## src/rtl/fp_result_credit_buffer.sv

```systemverilog
// Result FIFO behind the fixed-latency FP formula pipeline. It hands out issue credits
// so that results already in flight always have a free slot waiting for them.
module fp_result_credit_buffer #(
  parameter int FLEN     = 32,
  parameter int DEPTH    = 16,
  parameter int PIPE_LAT = 12
) (
  input  logic                         clk,
  input  logic                         rst,
  input  logic                         issue_fire,
  output logic                         issue_rdy,
  input  logic                         pipe_vld,
  input  logic [FLEN-1:0]              pipe_res,
  output logic                         res_vld,
  input  logic                         res_rdy,
  output logic [FLEN-1:0]              res,
  output logic [$clog2(DEPTH+1)-1:0]   occupancy,
  output logic [$clog2(DEPTH+1)-1:0]   in_flight,
  output logic                         overflow
);

  localparam int PW = $clog2(DEPTH);
  localparam int CW = $clog2(DEPTH+1);

  logic [FLEN-1:0] mem_q [DEPTH];
  logic [PW-1:0]   wr_ptr_q, wr_ptr_d;
  logic [PW-1:0]   rd_ptr_q, rd_ptr_d;
  logic [CW-1:0]   occ_q, occ_d;
  logic [CW-1:0]   infl_q, infl_d;
  logic [FLEN-1:0] last_q, last_d;
  logic            ovf_q, ovf_d;

  logic [CW:0]     credit_sum;
  logic            empty, full;
  logic            pop, drop, wr_en;
  logic            accept, bad_issue;
  logic            underflow, ret;

  // A return with nothing outstanding is a protocol error; the count clamps at zero.
  function automatic logic [CW-1:0] infl_next(input logic [CW-1:0] cur,
                                              input logic inc, input logic dec);
    logic [CW-1:0] tmp;
    tmp = cur + CW'(inc);
    if (dec && tmp != '0) tmp = tmp - CW'(1);
    return tmp;
  endfunction

  always_comb begin
    credit_sum = {1'b0, occ_q} + {1'b0, infl_q};
    issue_rdy  = credit_sum < (CW+1)'(DEPTH);
    empty      = (occ_q == '0);
    full       = (occ_q == CW'(DEPTH));
    pop        = !empty && res_rdy;
    drop       = pipe_vld && full && !pop;
    wr_en      = pipe_vld && !drop;
    accept     = issue_fire && issue_rdy;
    bad_issue  = issue_fire && !issue_rdy;
    underflow  = pipe_vld && (infl_q == '0);
    ret        = pipe_vld && !underflow;

    infl_d   = infl_next(infl_q, accept, ret);
    occ_d    = occ_q + CW'(wr_en) - CW'(pop);
    wr_ptr_d = wr_ptr_q + PW'(wr_en);
    rd_ptr_d = rd_ptr_q + PW'(pop);
    last_d   = pop ? mem_q[rd_ptr_q] : last_q;
    ovf_d    = ovf_q | drop | underflow | bad_issue;
  end

  always_ff @(posedge clk or negedge rst) begin
    if (!rst) begin
      wr_ptr_q <= '0;
      rd_ptr_q <= '0;
      occ_q    <= '0;
      infl_q   <= '0;
      last_q   <= '0;
      ovf_q    <= 1'b0;
    end else begin
      wr_ptr_q <= wr_ptr_d;
      rd_ptr_q <= rd_ptr_d;
      occ_q    <= occ_d;
      infl_q   <= infl_d;
      last_q   <= last_d;
      ovf_q    <= ovf_d;
    end
  end

  // Storage array carries no reset; only slots covered by occupancy are ever shown.
  always_ff @(posedge clk) begin
    if (wr_en) mem_q[wr_ptr_q] <= pipe_res;
  end

  // With the FIFO empty the last popped word stays on res.
  assign res_vld   = !empty;
  assign res       = empty ? last_q : mem_q[rd_ptr_q];
  assign occupancy = occ_q;
  assign in_flight = infl_q;
  assign overflow  = ovf_q;

  a_no_full_drop: assert property (@(posedge clk) disable iff (!rst)
    !(pipe_vld && full && !pop));
  a_infl_bound: assert property (@(posedge clk) disable iff (!rst)
    infl_q <= CW'(PIPE_LAT));

endmodule

```

## config.mk

```make
export PLATFORM = sky130hd
export DESIGN_NAME = fp_result_credit_buffer
export DESIGN_NICKNAME = d
export VERILOG_FILES = /design/src/rtl/fp_result_credit_buffer.sv
export SDC_FILE = /design/constraint.sdc
export NUM_CORES = 1
export LEC_CHECK = 0
export BUFFER_PORTS_ARGS = -buffer_cell sky130_fd_sc_hd__clkbuf_2
export CORE_ASPECT_RATIO = 1.75
export CORE_MARGIN = 2
export CORE_UTILIZATION = 50
export DETAILED_ROUTE_END_ITERATION = 6
export PLACE_DENSITY = 0.67
export SETUP_SLACK_MARGIN = 0.2
export SYNTH_ARGS = -nofsm -noshare
export SYNTH_HDL_FRONTEND = slang
export SYNTH_SLANG_ARGS = --single-unit
```

## constraint.sdc

```tcl
create_clock -name clk -period 5.3 [get_ports clk]
set_clock_uncertainty 0.15 [all_clocks]
set_input_delay 0 -clock clk [delete_from_list [all_inputs] [get_ports clk]]
set_output_delay 0 -clock clk [all_outputs]
set_load 0.02 [all_outputs]
```

**Word level (Yosys, flattened, before mapping)**

Memories as Yosys holds them, arrays and structs flattened.
Cells that the tools add are included.
Widths: inputs -> output; s select.

- $add $sub $neg: 7
- Order comparisons: 1
- Eq/ne operators: 1
- Multiplexer cells: 4
- Bitwise operators: 3
- Reduce and logical (&&, ||, !) cells: 17

Operator list:

| cell | count |
|---|---|
| $mux 32 | 1 |
| $add 5x1->5 | 2 |
| $logic_not 5->1 | 2 |
| $logic_and 1x1->1 | 9 |
| $add 4x1->4 | 2 |
| $add 5x5->6 | 1 |
| $lt 6x5->1 const B | 1 |
| $eq 5x5->1 const B | 1 |
| $logic_not 1->1 | 5 |
| $mux 5 | 1 |
| $reduce_bool 5->1 | 1 |
| $sub 5x1->5 | 1 |
| $sub 5x1->5 const B | 1 |
| $or 1x1->1 | 3 |
| $mux 1 | 2 |

- Flip-flop bits (word level): 51
- RAM bits: 512
- Output and inout port bits: 45
- Word-level logic and storage cells: 40
- Memories: 1

Memories:

| memory | depth | width | rd ports | clocked after Yosys merged registers in | write ports | RTL line | text |
|---|---|---|---|---|---|---|---|
| mem_q | 16 | 32 | 1 | 0 | 1 | 25 | `logic [FLEN-1:0] mem_q [DEPTH];` |

**Depth between registers and ports, before layout**

Gate-level depths: netlist of the first run.

- Word-level depth: 9
- Gate-level depth with buffers: 16
- Depth with buffers taken out: 14

**Worst setup path after synthesis of the first run**

Ideal clock, no wire load.

- Path type: register to register
- From: register occ_q[2] (netlist: occupancy[2])
- To: memory mem_q[0][0], enable pin
- Setup time: 0.461 ns
- Arrival: 3.661 ns
- Required time: 4.689 ns
- Setup slack: 1.028 ns
- Cell stages (with the launch flop): 7
- Path through: dfrtp_1 inv_1 ha_1 or3b_2 o21ai_0 or3_1 nor3_1

- Longest elaborated chain between the ends: 9
- Elaborated cells between the ends (all ways): 11
- Classes of those cells: eq/ne: 1; mux: 2; reduce/logical: 8

RTL lines:

| what | RTL line | text |
|---|---|---|
| start, declared | 28 | `logic [CW-1:0] occ_q, occ_d;` |
| start signal, assigned | 73 | `occ_q <= '0;` |
| start signal, assigned | 80 | `occ_q <= occ_d;` |
| $logic_not 5->1 | 51 | `empty = (occ_q == '0);` |
| $logic_not 1->1 | 53 | `pop = !empty && res_rdy;` |
| $logic_and 1x1->1 | 53 |  |
| $logic_not 1->1 | 54 | `drop = pipe_vld && full && !pop;` |
| $logic_and 1x1->1 * | 54 |  |
| $logic_not 1->1 * | 55 | `wr_en = pipe_vld && !drop;` |
| $logic_and 1x1->1 * | 55 |  |
| $mux 1 * | 89 | `if (wr_en) mem_q[wr_ptr_q] <= pipe_res;` |
| $mux 1 (not written as such) * | 89 |  |
| end, declared | 25 |  |

Mark *: on every way between the ends. The rest lies on a longest branch, timed or not.

**Worst setup path after layout of the first run**

- From: register rd_ptr_q[1]
- To: output port res[31]

- Longest elaborated chain between the ends: 2

RTL lines:

| what | RTL line | text |
|---|---|---|
| start, declared | 27 | `logic [PW-1:0] rd_ptr_q, rd_ptr_d;` |
| start signal, assigned | 79 | `rd_ptr_q <= rd_ptr_d;` |
| $mem_v2 16x32 | -- |  |
| $mux 32 | 94 | `assign res = empty ? last_q : mem_q[rd_ptr_q];` |
| end, declared | 16 | `output logic [FLEN-1:0] res,` |

No other way between the ends.

==> key figures, run 1 <==
Clock network
  – Clk_lat worst skew: 0.55 ns
  – Buffer depth of the longest clock path: 3
  – Post-CTS setup buffer count: 0
  – H-Tree Depth: 2
  – CTS buffer count: 48
  – CTS tree: built
  – Clk slew on worst S/H paths: 0.06 ns
  – # clock sinks: 563
  – CTS root buf: clkbuf_16

Yosys
  – Synth async-reset ratio: 0.0906
  – Sequential element share of the synthesized area: 0.743
  – Post-Syn Instances: 1231
  – Synth Flop Type: edfxtp_1
  – Ys Warns: 0
  – Number of synthesized register bits: 563
  – Post-synth EDFFs: 512
  – Post-synth cell types: 49
  – Synth Cell Area: 22400 um^2
  – Synth Area per Inst: 18.2 um^2
  – Syn Nets: 1286

Floorplan
  – Starting Density: 0.506
  – Placeable Area: 44300 um^2
  – Chip Height: 284 um
  – Die Wd: 164 um
  – Rows: 102
  – IO Count: 82
  – DIE AREA: 46600 um^2

Placed design
  – Placed inst area: 23500 um^2
  – Post-DP HPWL: 26.9 mm
  – Placer congestion estimate: 0.761
  – Placed instance count: 1837
  – Port bufs: 81

Drt
  – Post-route DRC: 0
  – Vias per cell: 5.84
  – Initial drt markers: 1014
  – Final wirelength: 47.4 mm
  – Drt wl/cell: 24.2 um
  – Vias: 11500
  – Final antenna-violating net count: 0
  – Drt first pass iters: 6

STA
  – Relative slew slack: 0.176
  – Hold slack: 0.00859 ns
  – Final Hold Fails: 0
  – Worst-Margin Slew: 1.23 ns
  – Final Setup Violations: 0
  – Max Freq: 263 MHz
  – RSZ-0062 raised after global routing: no
  – Period utilisation layout: 0.719
  – Total negative slack: 0 ns
  – Tmin final: 3.81 ns
  – Slew Limit Fails: 0

Finish
  – Most common cell after layout, fill and taps aside: edfxtp_1
  – N_diodes: 0
  – Area grow syn2layout: 12.7%
  – Post-route cell area: 25300 um^2
  – Commonest cells after routing, fill and taps aside: 512 x edfxtp_1, 130 x mux2i_1, 80 x clkbuf_2
  – Nets: 1407
  – Share of layout cells above drive strength 1: 0.196
  – Non-filler cells, final: 1961

Pwr
  – PwrDens: 550 nW/um^2
  – LEAKAGE: 8.77 nW
  – Worst IR Drop VDD: 0.000439 V
  – Power Total: 13.9 mW

Worst setup path
  – Crit path cell chain: buf_4 -> and2_2 -> a2bb2oi_1 -> a22oi_1 -> a21oi_1 -> clkbuf_2
  – Max FO, Critical Path: 61
  – Worst R2R Start: occupancy[3]
  – WS Path Type: reg -> out
  – CP Launch Point: rd_ptr_q[1]
  – Worst R2R Setup Slack: 1.83 ns
  – CP Launch Type: register
  – Slowest stage cell on the critical path: and2_2
  – Reg-to-Reg End: mem_q[1][2]
  – R2R depth: 8
  – Crit end category: output port
  – Crit-path max cell delay: 0.96 ns
  – CP required: 5.15 ns
  – Crit path DAT: 3.66 ns

Global routing
  – Total Routing Usage GR: 0.209
  – First-pass GRT wire length: 72.8 mm
  – Total gr overflow: 0
  – Vias in the first global route: 12100
  – Antenna violations before repair: 0
  – Largest net degree at the start of global routing: 67

Min path
  – Type of the most critical hold path: in -> async

Run
  – Max-cap violations: 0

Outcome
  – Status: completed
critical path: cells and delay by family (launching register included):
| kind | cells | cell delay, ns |
|---|---|---|
| buffers and inverters | 2 | 0.87 |
| and+or+nand+nor | 1 | 0.96 |
| AOI/OAI and AO/OA | 3 | 0.74 |
| DFF | 1 | 0.49 |
area by class of cell:
type	instances	area, um^2
fillers	3305	19000
flip-flops and latches	563	16700
multi-input cells	578	5400
clock buffers	68	1300
repair buffers	144	1010
well taps	572	716
clock inverters	19	110
inverters	17	63.8
state kept, by name, summed over array words and instances, names as in the netlist:
| register | cells |
|---|---|
| overflow | 1 |
| in_flight | 5 |
| mem_q | 512 |
| wr_ptr_q | 4 |
| last_q | 32 |
| occupancy | 5 |
| rd_ptr_q | 4 |
cell families after synthesis:
group           synth area share
flops                      0.743
compound gates            0.0669
mux                        0.122
simple gates              0.0308
buf+inv                   0.0217
fa+ha+maj                 0.0104
xor+xnor                 0.00469
power breakdown:
part           switching, mW  internal [mW]
Sequential             0.327           5.46
Combinational           2.92           1.94
Clock                   1.48           1.75
Total                   4.73           9.16
worst max-delay path by stage:
stage | end | depth (start not counted)
2_1_floorplan | mem_q[0][0] | 6
3_3_place_gp | occupancy[4] | 14
3_5_place_dp | mem_q[1][29] | 8
4_1_cts | res[31] | 6
5_1_grt | res[31] | 6
6_report | res[31] | 6
synth_stat cells, types with 4 or more instances:
cell	count	area [um^2]
o21ai_1	33	165
mux4_2	64	1440
o21ai_0	6	30.0
clkbuf_1	37	139
nand2_1	37	139
xor2_1	6	52.6
dfrtp_1	51	1280
xnor2_1	6	52.6
a221oi_1	20	175
edfxtp_1	512	15400
a221oi_2	12	180
ha_1	17	213
nor2_1	46	173
inv_1	17	63.8
buf_4	7	52.6
nand2b_1	36	225
nor3_1	4	20.0
a22oi_1	30	225
buf_6	9	101
mux2i_1	130	1300
a2bb2oi_1	32	280
a21oi_1	66	330
buf_2	13	65.1
nand3_1	4	20.0
timing repair:
action / in CTS / in global routing
resized for setup: 0 / 0
setup endpoints to repair: 0 / 0
endpoints found under the hold margin: 574 / 0
hold buffers: 37 / 0
layer usage:
layer / GRT usage / vias up / part of all wire
met2: 0.375 / 282 / 0.54
met3: 0.0232 / 78 / 0.040
met4: 0.0680 / 0 / 0.027
met1: 0.264 / 5948 / 0.39
li1: - / 5144 / -
met5: 0 / - / 0
metrics by stage:
stage                      util  setup slack (ns)
after floorplan               -              1.03
after global placement    0.530              1.96
after detailed placement  0.530              1.82
after CTS                 0.570              1.48
after global routing      0.570              1.29
final                     0.570              1.49
(Power assumes the default switching activity.)
==> run 2: changes to the inputs <==
PLACE_DENSITY = 0.69   (was 0.67)
clock period = 3.15 ns   (was 5.3 ns; I/O delays follow)
==> run 2 against run 1 <==
Worst setup slack got worse by 1.4 ns. Design area increased by 7.1%. Via count increased by 5.6%. Clock power increased by 96%. Register-to-register slack got worse by 1.7 ns. Critical path type is now reg -> reg. Critical endpoint is now mem_q[12][15]. Largest cell class unchanged.
==> key figures, run 2 (synthesis gave the netlist of run 1 again) <==
Clock network
  – Clk_lat worst skew: 0.58 ns (+0.03 ns)
  – CTS tree: built
  – H-Tree Depth: 2 (unchanged)
  – Buffer depth of the longest clock path: 3 (unchanged)
  – Clk slew on worst S/H paths: 0.07 ns (about the same)
  – CTS buffer count: 50 (+4.2%)
  – # clock sinks: 563 (unchanged)
  – CTS root buf: clkbuf_16

Drt
  – Routed met1 length: 19.5 mm (+5.1%)
  – Post-route DRC: 0 (unchanged)
  – Top sig layer: met4
  – Drt first pass iters: 5 (-1)
  – Initial drt markers: 824 (-19%)
  – Vias per cell: 5.93 (+1.5%)
  – Drt wl/cell: 26.7 um (+10%)
  – Vias: 12100 (+5.6%)
  – Final wirelength: 54.4 mm (+15%)
  – Metal3 WL: 2.59 mm (+37%)
  – Final antenna-violating net count: 0 (unchanged)
  – Met2 Routed Length: 30.9 mm (+20%)

Floorplan
  – DIE AREA: 46600 um^2 (unchanged)
  – Die Wd: 164 um (unchanged)
  – Placeable Area: 44300 um^2 (unchanged)
  – Chip Height: 284 um (unchanged)
  – Rows: 102 (unchanged)
  – IO Count: 82 (unchanged)
  – Starting Density: 0.506 (unchanged)

Placed design
  – Port bufs: 81 (unchanged)
  – Post-DP HPWL: 30.9 mm (+15%)
  – Placer congestion estimate: 0.810 (+6.4%)
  – Placed inst area: 24000 um^2 (+2.1%)

STA
  – Max Freq: 328 MHz
  – RSZ-0062 raised after global routing: yes
  – Period utilisation layout: 0.969
  – Slew Limit Fails: 0 (unchanged)
  – Relative slew slack: 0.195 (+0.0191)
  – Final Hold Fails: 0 (unchanged)
  – Worst-Margin Slew: 1.20 ns (-0.0285 ns)
  – Final Setup Violations: 0 (unchanged)
  – Tmin final: 3.05 ns

Finish
  – Biggest regs: mem_q: 512 flops, last_q: 32 flops
  – Area grow syn2layout: 20.7%
  – Share of layout cells above drive strength 1: 0.288 (+0.0921)
  – FF+latch area: 16700 um^2 (about the same)
  – Most common cell after layout, fill and taps aside: edfxtp_1
  – Max reg flops: 512 (unchanged)
  – Post-route cell area: 27000 um^2 (+7.1%)
  – Nets: 1482 (+5.3%)
  – Fillers: 3103 (-6.1%)
  – N_diodes: 0 (unchanged)
  – Commonest cells after routing, fill and taps aside: 512 x edfxtp_1, 130 x mux2i_1, 72 x clkbuf_2
  – Multi-input logic area: 5810 um^2 (+7.5%)
  – Top reg by flops: mem_q

Worst setup path
  – Max FO, Critical Path: 32 (-48%)
  – Crit end category: register
  – Slowest stage cell on the critical path: nor2_4
  – Buffers and inverters on the worst path: 2 (unchanged)
  – CP Launch Type: register
  – R2R depth: 7 (-1)
  – Crit path depth: 7 (+1)
  – Crit path cell chain: inv_2 -> ha_1 -> or3b_2 -> o21ai_4 -> buf_4 -> or3_1 -> nor2_4
  – Crit-path max cell delay: 0.96 ns (about the same)
  – WS Path Type: reg -> reg
  – Top delay family on crit path: simple AND/OR/NAND/NOR gates
  – CP required: 3.18 ns (-1.97 ns)
  – Crit path DAT: 3.08 ns (-0.58 ns)

Global routing
  – Largest net degree at the start of global routing: 66 (-1.5%)
  – Antenna violations before repair: 0 (unchanged)
  – Vias in the first global route: 12500 (+3.2%)
  – First-pass GRT wire length: 79.6 mm (+9.4%)
  – Total Routing Usage GR: 0.234 (+0.0246)
  – Total gr overflow: 0 (unchanged)

Pwr
  – Power Total: 26.7 mW (+92%)
  – Worst IR Drop VDD: 0.000623 V (+42%)
  – LEAKAGE: 9.52 nW (+8.5%)
  – PwrDens: 986 nW/um^2 (+79%)

Outcome
  – Status: completed

Min path
  – Hold path cells: 4
  – Type of the most critical hold path: in -> reg

Run
  – Max-cap violations: 0 (unchanged)
==> run 2: cell types whose count changed in the layout (fill, tap and decap cells not counted), sizes merged <==
| cell | before | now |
|---|---|---|
| nor2 | 47 | 48 |
| buf | 27 | 94 |
| clkinv | 17 | 18 |
| and2b | 1 | 2 |
| dlygate4sd3 | 37 | 41 |
| inv | 17 | 19 |
| clkbuf | 148 | 141 |
| bufbuf | 0 | 3 |
| bufinv | 1 | 6 |
| clkinvlp | 1 | 4 |
==> run 2: power by group <==
| group | switching, mW | internal (mW) | total [mW] |
|---|---|---|---|
| Combinational | 6.01 | 4.64 | 10.7 |
| Clock | 2.68 | 3.64 | 6.32 |
| Sequential | 0.505 | 9.19 | 9.69 |
| Total | 9.19 | 17.5 | 26.7 |
==> run 2: worst paths after layout <==
check                             start             to  slack [ns]
max                        occupancy[3]  mem_q[12][15]         0.1
min                            pipe_vld       overflow        0.20
max reg2reg                occupancy[3]  mem_q[12][15]         0.1
min reg2reg                   last_q[0]      last_q[0]        0.33
max in group asynchronous           rst    rd_ptr_q[0]        1.02
min in group asynchronous           rst    wr_ptr_q[1]        0.44
==> run 2: worst reg2reg max path, delay by kind of cell (launching register included) <==
kind | cells | cell delay, ns
AND/OR/NAND/NOR | 3 | 1.67
flip-flops | 1 | 0.38
buffers and inverters | 2 | 0.19
adder cells (fa/ha/maj) | 1 | 0.18
AO/OA/AOI/OAI | 1 | 0.06
==> run 2: layout make-up <==
class                           instances  share of cell area
Inverter                               17             0.00254
Timing Repair Buffer                  215              0.0768
Sequential cell                       563               0.616
Multi-Input combinational cell        580               0.215
Tap cell                              572              0.0265
Clock inverter                         30              0.0117
Clock buffer                           64              0.0517
==> run 2: metal layers <==
layer	up-vias	GRT usage
met3	88	0.0267
met1	6325	0.278
met2	368	0.440
met5	-	0
li1	5315	-
met4	0	0.0686
==> run 2: through the flow <==
stage / instances / setup slack [ns] / setup TNS (ns) / util / hold slack (ns)
after floorplan: 1231 / -0.172 / -28.77 / - / -0.446
after global placement: 1864 / 0.0647 / 0 / 0.541 / -0.132
after detailed placement: 1864 / 0.0347 / 0 / 0.541 / -0.126
after CTS: 2027 / 0.0293 / 0 / 0.603 / 0.159
after global routing: 2041 / 0.0153 / 0 / 0.611 / 0.246
final: 2041 / 0.0975 / 0 / 0.611 / 0.201
==> run 2: timing repair <==
item                                    in CTS  in global routing
pin swaps                                   15                 24
hold buffers                                41                  0
cloned                                       8                  5
setup buffers                               20                  9
endpoints found under the setup margin     139                152
endpoints found under the hold margin      575                  0
gates resized for setup                     37                 42
==> run 3: changes to the inputs <==
RECOVER_POWER = 50   (was unset)
==> run 3 against run 2 <==
Total power about the same. Die area unchanged. Global-route usage unchanged. Critical path type unchanged. Largest cell class unchanged.
==> key figures, run 3 (synthesis gave the netlist of run 1 again) <==
Outcome
  – Status: completed

Global routing
  – First-pass GRT wire length: 79.6 mm (unchanged)
  – Largest net degree at the start of global routing: 66 (unchanged)
  – Total Routing Usage GR: 0.234 (unchanged)
  – Total gr overflow: 0 (unchanged)
  – Antenna violations before repair: 0 (unchanged)
  – Vias in the first global route: 12500 (unchanged)

Drt
  – Final antenna-violating net count: 0 (unchanged)
  – Post-route DRC: 0 (unchanged)
  – Drt first pass iters: 5 (unchanged)
  – Initial drt markers: 865 (+5.0%)
  – Vias: 12100 (+0.35%)
  – Vias per cell: 5.95 (+0.35%)
  – Final wirelength: 54.4 mm (about the same)
  – Drt wl/cell: 26.7 um (about the same)

Clock network
  – Buffer depth of the longest clock path: 3 (unchanged)
  – Clk_lat worst skew: 0.58 ns (about the same)
  – CTS tree: built
  – # clock sinks: 563 (unchanged)
  – H-Tree Depth: 2 (unchanged)
  – CTS buffer count: 50 (unchanged)
  – Clk slew on worst S/H paths: 0.07 ns (about the same)
  – CTS root buf: clkbuf_16

Finish
  – N_diodes: 0 (unchanged)
  – Area grow syn2layout: 20.3%
  – Biggest regs: mem_q: 512 flops, last_q: 32 flops
  – Max reg flops: 512 (unchanged)
  – Top reg by flops: mem_q
  – Share of layout cells above drive strength 1: 0.253 (-0.0354)
  – Commonest cells after routing, fill and taps aside: 512 x edfxtp_1, 130 x mux2i_1, 66 x a21oi_1
  – Fillers: 3131 (+0.90%)
  – Post-route cell area: 27000 um^2 (-0.34%)
  – Most common cell after layout, fill and taps aside: edfxtp_1
  – Nets: 1482 (unchanged)
  – Non-filler cells, final: 2041 (unchanged)

Floorplan
  – IO Count: 82 (unchanged)
  – DIE AREA: 46600 um^2 (unchanged)
  – Rows: 102 (unchanged)
  – Die Wd: 164 um (unchanged)
  – Placeable Area: 44300 um^2 (unchanged)
  – Starting Density: 0.506 (unchanged)
  – Chip Height: 284 um (unchanged)

Pwr
  – PwrDens: 988 nW/um^2 (+0.25%)
  – Worst IR Drop VDD: 0.000624 V (+0.13%)
  – LEAKAGE: 9.37 nW (-1.6%)
  – Power Total: 26.6 mW (about the same)

Worst setup path
  – Max FO, Critical Path: 16 (-50%)
  – Buffers and inverters on the worst path: 2 (unchanged)
  – Crit path cell chain: inv_2 -> ha_1 -> or3b_2 -> o21ai_4 -> buf_4 -> or3_1 -> nor2_2
  – Worst R2R Setup Slack: 0.10 ns (about the same)
  – CP Launch Type: register
  – Worst R2R Start: occupancy[2]
  – Crit-path max cell delay: 0.97 ns (about the same)
  – Slowest stage cell on the critical path: nor2_2
  – WS Path Type: reg -> reg
  – Crit path DAT: 3.09 ns (about the same)
  – R2R depth: 7 (unchanged)
  – CP required: 3.19 ns (about the same)
  – Crit end category: register
  – Reg-to-Reg End: mem_q[8][3]
  – Top delay family on crit path: simple AND/OR/NAND/NOR gates

Min path
  – Type of the most critical hold path: in -> reg
  – Hold path cells: 4 (unchanged)
  – Hold Path Origin: pipe_vld
  – Worst Hold Path EP: overflow

STA
  – Slew Limit Fails: 0 (unchanged)
  – Worst-Margin Slew: 1.22 ns (+0.0196 ns)
  – Tmin final: 3.05 ns (-0.00512 ns)
  – Total negative slack: 0 ns (unchanged)
  – Final Hold Fails: 0 (unchanged)
  – Relative slew slack: 0.184 (-0.0112)
  – Period utilisation layout: 0.967 (-0.00162)
  – Max Freq: 328 MHz (+0.17%)
  – Final Setup Violations: 0 (unchanged)
  – RSZ-0062 raised after global routing: yes
  – Hold slack: 0.195 ns (-0.00574 ns)

Placed design
  – Port bufs: 81 (unchanged)
  – Placer congestion estimate: 0.810 (unchanged)
  – Placed inst area: 24000 um^2 (unchanged)
  – Placed instance count: 1864 (unchanged)
  – Post-DP HPWL: 30.9 mm (unchanged)

Run
  – Max-cap violations: 0 (unchanged)
run 3: cell type report:
class                           instances  area [um^2]  area share
Clock buffer                           64         1400      0.0518
Tap cell                              572          716      0.0265
Sequential cell                       563        16700       0.618
Clock inverter                         30          318      0.0118
Multi-Input combinational cell        580         5790       0.215
Inverter                               17         68.8     0.00255
Timing Repair Buffer                  215         2010      0.0744
run 3: worst max path at each step:
stage,startpoint,to,slack [ns],depth (start not counted)
2_1_floorplan,occupancy[2],mem_q[12][0],-0.17,6
3_3_place_gp,occupancy[2],mem_q[8][25],0.06,7
3_5_place_dp,occupancy[2],mem_q[8][20],0.03,7
4_1_cts,occupancy[2],mem_q[8][11],0.03,7
5_1_grt,occupancy[2],mem_q[12][15],0.02,7
6_report,occupancy[2],mem_q[8][3],0.10,7
run 3: power by group:
part	switching, mW	internal (mW)
Sequential	0.502	9.19
Combinational	6.02	4.61
Clock	2.68	3.64
Total	9.20	17.4
run 3: metal layers:
| layer | track usage | up-vias | part of all wire |
|---|---|---|---|
| met3 | 0.0267 | 82 | 0.047 |
| met4 | 0.0686 | 0 | 0.026 |
| met5 | 0 | - | 0 |
| li1 | - | 5317 | - |
| met2 | 0.440 | 375 | 0.57 |
| met1 | 0.278 | 6364 | 0.36 |
run 3: what timing repair did:
action                                 4_1_cts  5_1_grt
resized for setup                           37       42
buffers inserted                            20        9
endpoints found under the hold margin      575        0
pin swaps                                   15       24
hold buffers                                41        0
setup endpoints to repair                  139      152
gates cloned                                 8        5
run 3: stage by stage:
step                      worst slack (ns)   util
final                                0.103  0.609
after global routing                0.0160  0.609
after global placement              0.0647  0.541
after floorplan                     -0.172      -
after CTS                           0.0293  0.603
after detailed placement            0.0347  0.541
run 3: worst min-delay path: cells and delay by family:
family                 cells  cell delay [ns]
AOI/OAI and AO/OA          2             0.24
buffers and inverters      2             0.65
